**src/rtl/boot_sequencer.sv**
```systemverilog
// Holds the core in reset, releases it with a one-cycle start pulse at the entry address,
// then ends the run on a PC halt loop or a cycle budget and reports status.
module boot_sequencer #(
    parameter int ADDRESS_BITS   = 32,
    parameter int RESET_CYCLES   = 4,
    parameter int HALT_REPEAT    = 8,
    parameter int TIMEOUT_CYCLES = 100000,
    parameter int COUNT_BITS     = 32
) (
    input  logic                    clock_i,
    input  logic                    reset_i,
    input  logic                    go_i,
    input  logic [ADDRESS_BITS-1:0] entry_address_i,
    output logic                    core_reset_o,
    output logic                    core_start_o,
    output logic [ADDRESS_BITS-1:0] core_program_address_o,
    input  logic [ADDRESS_BITS-1:0] core_pc_i,
    output logic                    busy_o,
    output logic                    done_o,
    output logic                    timed_out_o,
    output logic [ADDRESS_BITS-1:0] halt_pc_o,
    output logic [COUNT_BITS-1:0]   cycle_count_o
);

    localparam int HW = (RESET_CYCLES > 1) ? $clog2(RESET_CYCLES) : 1;
    localparam int SW = $clog2(HALT_REPEAT + 1);

    typedef enum logic [1:0] {IDLE, HOLD, START, RUN} state_t;

    state_t                  state_q;
    logic [HW-1:0]           hold_cnt_q;
    logic [SW-1:0]           stable_q;
    logic [SW-1:0]           stable_d;
    logic [ADDRESS_BITS-1:0] last_pc_q;
    logic                    pc_valid_q;
    logic                    core_reset_q;
    logic                    core_start_q;
    logic [ADDRESS_BITS-1:0] prog_addr_q;
    logic                    busy_q;
    logic                    done_q;
    logic                    timed_out_q;
    logic [ADDRESS_BITS-1:0] halt_pc_q;
    logic [COUNT_BITS-1:0]   cycle_count_q;
    logic [COUNT_BITS-1:0]   cycle_count_d;
    logic                    pc_same;
    logic                    halt_hit;
    logic                    timeout_hit;

    always_comb begin
        cycle_count_d = (&cycle_count_q) ? cycle_count_q : cycle_count_q + 1'b1;
        pc_same       = (core_pc_i == last_pc_q);
        stable_d      = stable_q + 1'b1;
        // The comparison that lifts stable to HALT_REPEAT is the halting one.
        halt_hit      = pc_valid_q && pc_same && (stable_q == SW'(HALT_REPEAT - 1));
        timeout_hit   = (cycle_count_d == COUNT_BITS'(TIMEOUT_CYCLES));
    end

    always_ff @(posedge clock_i) begin
        if (reset_i) begin
            state_q       <= IDLE;
            hold_cnt_q    <= '0;
            stable_q      <= '0;
            last_pc_q     <= '0;
            pc_valid_q    <= 1'b0;
            core_reset_q  <= 1'b1;
            core_start_q  <= 1'b0;
            prog_addr_q   <= '0;
            busy_q        <= 1'b0;
            done_q        <= 1'b0;
            timed_out_q   <= 1'b0;
            halt_pc_q     <= '0;
            cycle_count_q <= '0;
        end else begin
            case (state_q)
                IDLE: begin
                    if (go_i) begin
                        prog_addr_q   <= entry_address_i;
                        done_q        <= 1'b0;
                        timed_out_q   <= 1'b0;
                        halt_pc_q     <= '0;
                        cycle_count_q <= '0;
                        hold_cnt_q    <= '0;
                        busy_q        <= 1'b1;
                        state_q       <= HOLD;
                    end
                end
                HOLD: begin
                    if (hold_cnt_q == HW'(RESET_CYCLES - 1)) begin
                        core_reset_q <= 1'b0;
                        core_start_q <= 1'b1;
                        state_q      <= START;
                    end else begin
                        hold_cnt_q <= hold_cnt_q + 1'b1;
                    end
                end
                START: begin
                    core_start_q <= 1'b0;
                    stable_q     <= '0;
                    pc_valid_q   <= 1'b0;
                    state_q      <= RUN;
                end
                RUN: begin
                    cycle_count_q <= cycle_count_d;
                    if (!pc_valid_q) begin
                        last_pc_q  <= core_pc_i;
                        pc_valid_q <= 1'b1;
                    end else if (pc_same) begin
                        stable_q <= stable_d;
                    end else begin
                        stable_q  <= '0;
                        last_pc_q <= core_pc_i;
                    end
                    if (halt_hit || timeout_hit) begin
                        done_q       <= halt_hit;
                        timed_out_q  <= !halt_hit;
                        halt_pc_q    <= halt_hit ? core_pc_i : halt_pc_q;
                        busy_q       <= 1'b0;
                        core_reset_q <= 1'b1;
                        state_q      <= IDLE;
                    end
                end
                default: state_q <= IDLE;
            endcase
        end
    end

    assign core_reset_o           = core_reset_q;
    assign core_start_o           = core_start_q;
    assign core_program_address_o = prog_addr_q;
    assign busy_o                 = busy_q;
    assign done_o                 = done_q;
    assign timed_out_o            = timed_out_q;
    assign halt_pc_o              = halt_pc_q;
    assign cycle_count_o          = cycle_count_q;

endmodule
```
**config.mk**
```make
export PLATFORM = sky130hd
export DESIGN_NAME = boot_sequencer
export DESIGN_NICKNAME = d
export VERILOG_FILES = /design/src/rtl/boot_sequencer.sv
export SDC_FILE = /design/constraint.sdc
export NUM_CORES = 1
export LEC_CHECK = 0
export ABC_AREA = 1
export CAP_MARGIN = 20
export CORE_MARGIN = 5
export CORE_UTILIZATION = 40
export CTS_BUF_LIST = sky130_fd_sc_hd__clkbuf_8 sky130_fd_sc_hd__clkbuf_16
export DETAILED_ROUTE_END_ITERATION = 10
export PLACE_DENSITY = 0.69
export SLEW_MARGIN = 20
export SYNTH_ARGS = -nofsm -noshare
export SYNTH_HDL_FRONTEND = slang
export SYNTH_SLANG_ARGS = --single-unit
```
**constraint.sdc**
```tcl
create_clock -name clock_i -period 4.4 [get_ports clock_i]
set_input_delay 0.88 -clock clock_i [delete_from_list [all_inputs] [get_ports clock_i]]
set_output_delay 0.88 -clock clock_i [all_outputs]
set_load 0.03 [all_outputs]
```
==> results by group, run 1 <==
Logic synthesis
  • Post-synth top cells: nand2_1, nor2_1, dfxtp_1
  • Seq/Total Area, Yosys: 41.3%
  • Leading area contributor after synthesis: dfxtp_1
  • Top-count cell post-synth: nand2_1
  • Synthesized instance count: 1,001
  • Ys flop type: dfxtp_1
  • Post-Syn Nets: 1,075
  • Syn avg cell area: 6.88 um2
  • Netlist cell types: 33
  • Largest cells by area after synthesis: dfxtp_1, nand2_1, nor2_1
  • Asr flop ratio synth: 0%
  • Post-Syn Area: 6890 um2
  • Top-area cell type share of the netlist area: between 40% and 50%
  • Flops & latches, synth: between 100 and 150
  • Synth Warn #: 0
  • Number of synthesized flops with an enable pin: 0

Clock network
  • Register clock-pin slew on the reported worst setup and hold paths: about 0.060 ns
  • # H-tree levels: 4
  • Clk sinks: approximately 140
  • Post-CTS sizing: 0
  • Skew-Pair Late Insertion Delay: 0.42 ns
  • Hold Buf Count CTS: 0
  • CTS root buf: clkbuf_16
  • Clk buf depth: 2
  • CTS tree: built
  • Number of buffers created by CTS: 17
  • Postcts setup bufs: 0

Placed design
  • Placed Area: 8710 um2
  • Buffers on Ports: 167
  • Gpl congestion: about 0.90
  • HPWL Detailed: approximately 14 mm

Detailed routing
  • DR vias/cell: 4.98
  • Pre-antenna DRT Iters: 5
  • DR WL/cell: 14.1 um
  • Routed wire length: 19.6 mm
  • Via total after detailed routing: 6,898
  • DR DRC count: 0
  • Initial drt markers: between 300 and 400
  • Detail Route Antenna Nets: 0

Critical path
  • Critical path peak fanout: 32
  • CP Data Arrival Time: ~3.5 ns
  • R2r worst-path depth: 16
  • CP required: roughly 4.7 ns
  • WS Path Type: in2reg
  • Crit path launch: core_pc_i[1]
  • Worst R2R Start: cycle_count_o[0]$_SDFFE_PP0P_
  • Crit. End Element: register
  • Worst R2R Setup Slack: roughly 1.4 ns
  • Startpoint Class: input port

Layout
  • Register area: 2840 um2
  • Antenna diode count: 0
  • Footprint of the multi-input gates: approximately 3600 um2
  • FILL cells: approximately 1,700
  • # nets final: approximately 1,200
  • Ratio of cells with drive above 1 in the final layout: ~6.5%
  • Fin area: roughly 9300 um2
  • Layout Area Growth over Synthesis: 34.6%

Floorplanning
  • Initial Util: 40.2%
  • Die Ht: 141 um
  • Site Rows: 48
  • Die ar.: 19,900 um2
  • Top Ports: 168
  • Die W: ~140 um
  • Core ar.: ~17,000 um2

STA
  • Tmin final: about 3.2 ns
  • Slew HR: 28.4%
  • Final setup violation count: 0
  • RSZ-0062 raised after global routing: no
  • Clock skew after layout: 0.0110 ns
  • Final hold viol count: 0
  • Final Slew Violations: 0
  • Fmax: 0.315 GHz
  • Final worst path period share: ~72%
  • TNS Setup: 0 ns
  • Worst Max-Slew Pin Slew: about 1.1 ns

Worst hold path
  • HP Class: reg2reg
  • Hold Path Origin: done_o$_SDFFE_PP0P_
  • Hold path depth: 2

GRT
  • Global-route wire length before repair: 32.4 mm
  • Total track usage: 19.8%
  • Vias in the first global route: 6,481
  • Largest net degree at the start of global routing: 80
  • Initial antenna violation count: 3
  • Global route overflow: 0

Outcome
  • Status: complete, no violations

Power
  • Pleak: approximately 3.5 nW
  • Max IR drop VDD: 404 uV
  • Power density over cell area: 491 nW/um2

Job
  • Max_cap viols: 0
## cell usage in the layout, fill, tap and decap left out, types with 2 or more instances in the layout
cell type        instances
nor2_1                 203
nand2_2                  2
nor2_4                   4
nor2_2                   5
xnor2_1                 23
or2_2                   13
o21ai_0                 87
xor2_1                   5
dfxtp_1                142
clkinv_4                 5
clkbuf_16               17
nand3_1                 47
nand2_4                  3
nand2_1                219
a2bb2oi_1                2
inv_6                    2
ha_1                     7
a21oi_1                 82
nand3b_1                15
clkdlybuf4s50_1        166
a21oi_2                  3
clkinvlp_4               3
nand4_1                 20
buf_4                    8
a211oi_1                 8
clkinv_2                 2
inv_1                   55
nand3_2                  3
## cells by family after synthesis
| group | Yosys count | synth area share (%) |
|---|---|---|
| flip-flops | 142 | 41.3 |
| buffers and inverters | 103 | 5.96 |
| AND/OR/NAND/NOR | 536 | 33.6 |
| AO/OA/AOI/OAI | 184 | 14.0 |
| adder cells (fa/ha/maj) | 7 | 1.27 |
| XOR/XNOR | 29 | 3.96 |
## metrics by stage
step / setup slack (ns) / hold WS [ns] / instances / util [%] / power [mW]
floorplan: 1.81 / 0.442 / 1001 / - / 2.65
detailed placement: 0.800 / 0.457 / 1355 / 50.9 / 3.22
CTS: 1.24 / 0.467 / 1386 / 54.2 / 4.59
global route: 0.936 / 0.486 / 1386 / 54.2 / 4.84
finish: 1.23 / 0.461 / 1386 / 54.2 / 4.55
global placement: 0.809 / 0.447 / 1355 / 50.9 / 3.21
## area by class of cell
cell class	instances	share of cell area [%]
tap	225	3.04
clock buffer	18	4.74
multi-input combinational	756	39.3
timing repair buffer	175	18.6
inverter	57	2.38
clock inverter	13	1.27
sequential	142	30.7
## critical path, cell delays in order
cell and delay (ns):
clkdlybuf4s50_1 0.58, or2_2 0.15, nand4_1 0.08, nor2_1 0.15, nand4_1 0.13, nor2_1 0.25, nand3_1 0.11, nand2_1 0.07
inv_1 0.09, nor2_2 0.11, inv_1 0.46, a21oi_1 0.36, nor2_1 0.06
## final timing paths
check,endpoint
setup reg to reg,busy_o$_SDFFE_PP0P_
hold / removal,done_o$_SDFFE_PP0P_
setup / recovery,halt_pc_o[3]$_SDFFE_PP0P_
hold reg to reg,done_o$_SDFFE_PP0P_
## sequential cells by signal, summed over array words and instances (netlist names)
name	flops
stable_q	4
state_q	2
core_program_address_o	32
cycle_count_o	32
busy_o	1
timed_out_o	1
done_o	1
pc_valid_q	1
core_start_o	1
last_pc_q	32
core_reset_o	1
hold_cnt_q	2
halt_pc_o	32
## layer usage
layer / vias up / wire [um] / global-route usage (%)
met4: 6 / 325 / 5.30
met5: - / 44 / 0
met2: 208 / 8750 / 30.8
met1: 3113 / 8510 / 24.8
li1: 3542 / - / -
met3: 29 / 1940 / 9.02
## where the power goes
| group | switching, mW | internal [mW] |
|---|---|---|
| Combinational | 0.988 | 0.584 |
| Clock | 0.570 | 0.790 |
| Sequential | 0.115 | 1.50 |
| Total | 1.67 | 2.88 |
Note: power is estimated with default switching activity, not from simulation.
==> run 2: changes to the inputs <==
- clock period: 4.4 -> 3 ns (I/O delays scaled with it)
==> results by group, run 2 (synthesized netlist as in run 1, its figures left out) <==
Outcome
  • Status: complete, no violations

Power
  • Power density over cell area: 740 nW/um2
  • Pleak: approximately 3.6 nW
  • Max IR drop VDD: around 540 uV

Floorplanning
  • Die W: roughly 140 um
  • Site Rows: 48
  • Die ar.: 19,900 um2
  • Die Ht: between 100 and 150 um
  • Initial Util: just over 40%
  • Core ar.: 17,100 um2
  • Top Ports: 168

Worst hold path
  • HP Class: reg2reg
  • Hold path depth: 2
  • WHS Endpoint: done_o$_SDFFE_PP0P_
  • Hold Path Origin: done_o$_SDFFE_PP0P_

STA
  • Slew HR: 53.4%
  • Worst Max-Slew Pin Slew: ~0.7 ns
  • RSZ-0062 raised after global routing: no
  • Final Slew Violations: 0
  • Final worst path period share: about 86%
  • TNS Setup: 0 ns
  • Clock skew after layout: roughly 0.012 ns
  • Final hold slack: between 0.4 and 0.5 ns
  • Fmax: approximately 0.39 GHz
  • Tmin final: around 2.6 ns
  • Final hold viol count: 0
  • Final setup violation count: 0

Placed design
  • HPWL Detailed: 14.3 mm
  • Buffers on Ports: 167
  • Gpl congestion: around 0.92

GRT
  • Largest net degree at the start of global routing: 64
  • Global-route wire length before repair: 33.1 mm
  • Initial antenna violation count: 2
  • Global route overflow: 0
  • Vias in the first global route: approximately 6,600
  • Total track usage: 20.3%

Layout
  • Commonest non-fill, non-tap cells in the layout: nand2_1, nor2_1, clkdlybuf4s50_1
  • # nets final: 1,237
  • Layout Area Growth over Synthesis: 37.3%
  • Commonest non-fill, non-tap cell in the layout: nand2_1
  • FILL cells: 1,647
  • Antenna diode count: 0
  • Ratio of cells with drive above 1 in the final layout: 7.74%

Critical path
  • Critical path peak fanout: 26
  • FF-to-FF End: timed_out_o$_SDFFE_PP0P_
  • Startpoint Class: register
  • Worst R2R Setup Slack: 0.41 ns
  • Worst R2R Start: cycle_count_o[10]$_SDFFE_PP0P_
  • CP Data Arrival Time: 2.85 ns
  • Crit. End Element: register
  • R2r worst-path depth: 15
  • WS Path Type: reg2reg
  • CP required: 3.26 ns

Job
  • Max_cap viols: 0

Detailed routing
  • Initial drt markers: ~430
  • Via total after detailed routing: 6,949
  • DR DRC count: 0
  • Routed wire length: 19.8 mm
  • Pre-antenna DRT Iters: 4
  • Detail Route Antenna Nets: 0
  • DR vias/cell: 4.96
  • DR WL/cell: 14.2 um

Clock network
  • # H-tree levels: 4
  • Postcts setup bufs: 0
  • Clk sinks: 142
  • CTS root buf: clkbuf_16
  • Number of buffers created by CTS: 17
  • CTS tree: built
  • Hold Buf Count CTS: 0
  • Post-CTS sizing: 0
  • Clk buf depth: 2
  • Register clock-pin slew on the reported worst setup and hold paths: about 0.060 ns
  • Skew-Pair Late Insertion Delay: 0.42 ns
run 2: cell count changes in the layout (fill, tap and decap cells not counted):
cell / before / now
clkinv_4: 5 / 1
inv_2: 1 / 2
clkinv_2: 2 / 1
buf_12: 0 / 1
buf_4: 8 / 21
inv_6: 2 / 4
inv_1: 55 / 54
bufinv_16: 1 / 4
run 2: worst max path at each step:
stage                                               from                         end  slack (ns)  depth (start not counted)
after floorplan            cycle_count_o[0]$_SDFFE_PP0P_         busy_o$_SDFFE_PP0P_        0.41                         15
after global placement                     core_pc_i[18]  halt_pc_o[25]$_SDFFE_PP0P_        0.24                         14
after detailed placement                   core_pc_i[18]   halt_pc_o[9]$_SDFFE_PP0P_        0.20                         14
after CTS                  cycle_count_o[2]$_SDFFE_PP0P_    timed_out_o$_SDFFE_PP0P_        0.39                         15
after global routing      cycle_count_o[10]$_SDFFE_PP0P_         done_o$_SDFFE_PP0P_        0.09                         15
final                     cycle_count_o[10]$_SDFFE_PP0P_    timed_out_o$_SDFFE_PP0P_        0.41                         15
run 2: metal layers:
metal / part of all wire (%) / vias to the layer above / global-route usage [%]
met5: 0.14 / - / 0
met4: 1.5 / 4 / 6.32
met3: 9.3 / 26 / 7.94
met2: 45 / 224 / 31.6
met1: 44 / 3125 / 25.8
li1: - / 3570 / -
run 2: report_power, final:
part	leakage [nW]	total, mW	switching, mW	internal [mW]
combinational	2.11	2.39	1.48	0.907
sequential	1.16	2.38	0.171	2.20
clock	0.301	2.23	0.818	1.41
run 2: cell type report:
cell class              count  area (um2)  area share, %
multi-input cells         756        3640           38.5
flip-flops and latches    142        2840           30.1
repair buffers            189        1840           19.5
clock buffers              18         439           4.64
well taps                 225         282           2.98
inverters                  57         219           2.32
clock inverters            13         186           1.97
run 2: critical path: stages (launching register included):
cell	delay (ns)
dfxtp_1	0.43
nand2_1	0.12
nor2_1	0.25
nand2_2	0.16
nor2_8	0.15
nand2_4	0.24
nand2_1	0.17
nand3_1	0.07
nor2_1	0.13
nand2_1	0.09
nor2_2	0.16
nand3_2	0.11
nand2_4	0.11
nand2_1	0.10
nand2_1	0.07
a21oi_1	0.05
run 2: through the flow:
step,instances,setup slack (ns),total power [mW],instance area [um2],util (%)
4_1_cts,1400,0.392,7.06,9460,55.2
3_5_place_dp,1369,0.198,4.80,8830,51.6
5_1_grt,1400,0.0903,7.41,9460,55.2
6_report,1400,0.413,6.99,9460,55.2
3_3_place_gp,1369,0.237,4.77,8830,51.6
2_1_floorplan,1001,0.411,3.89,6890,-
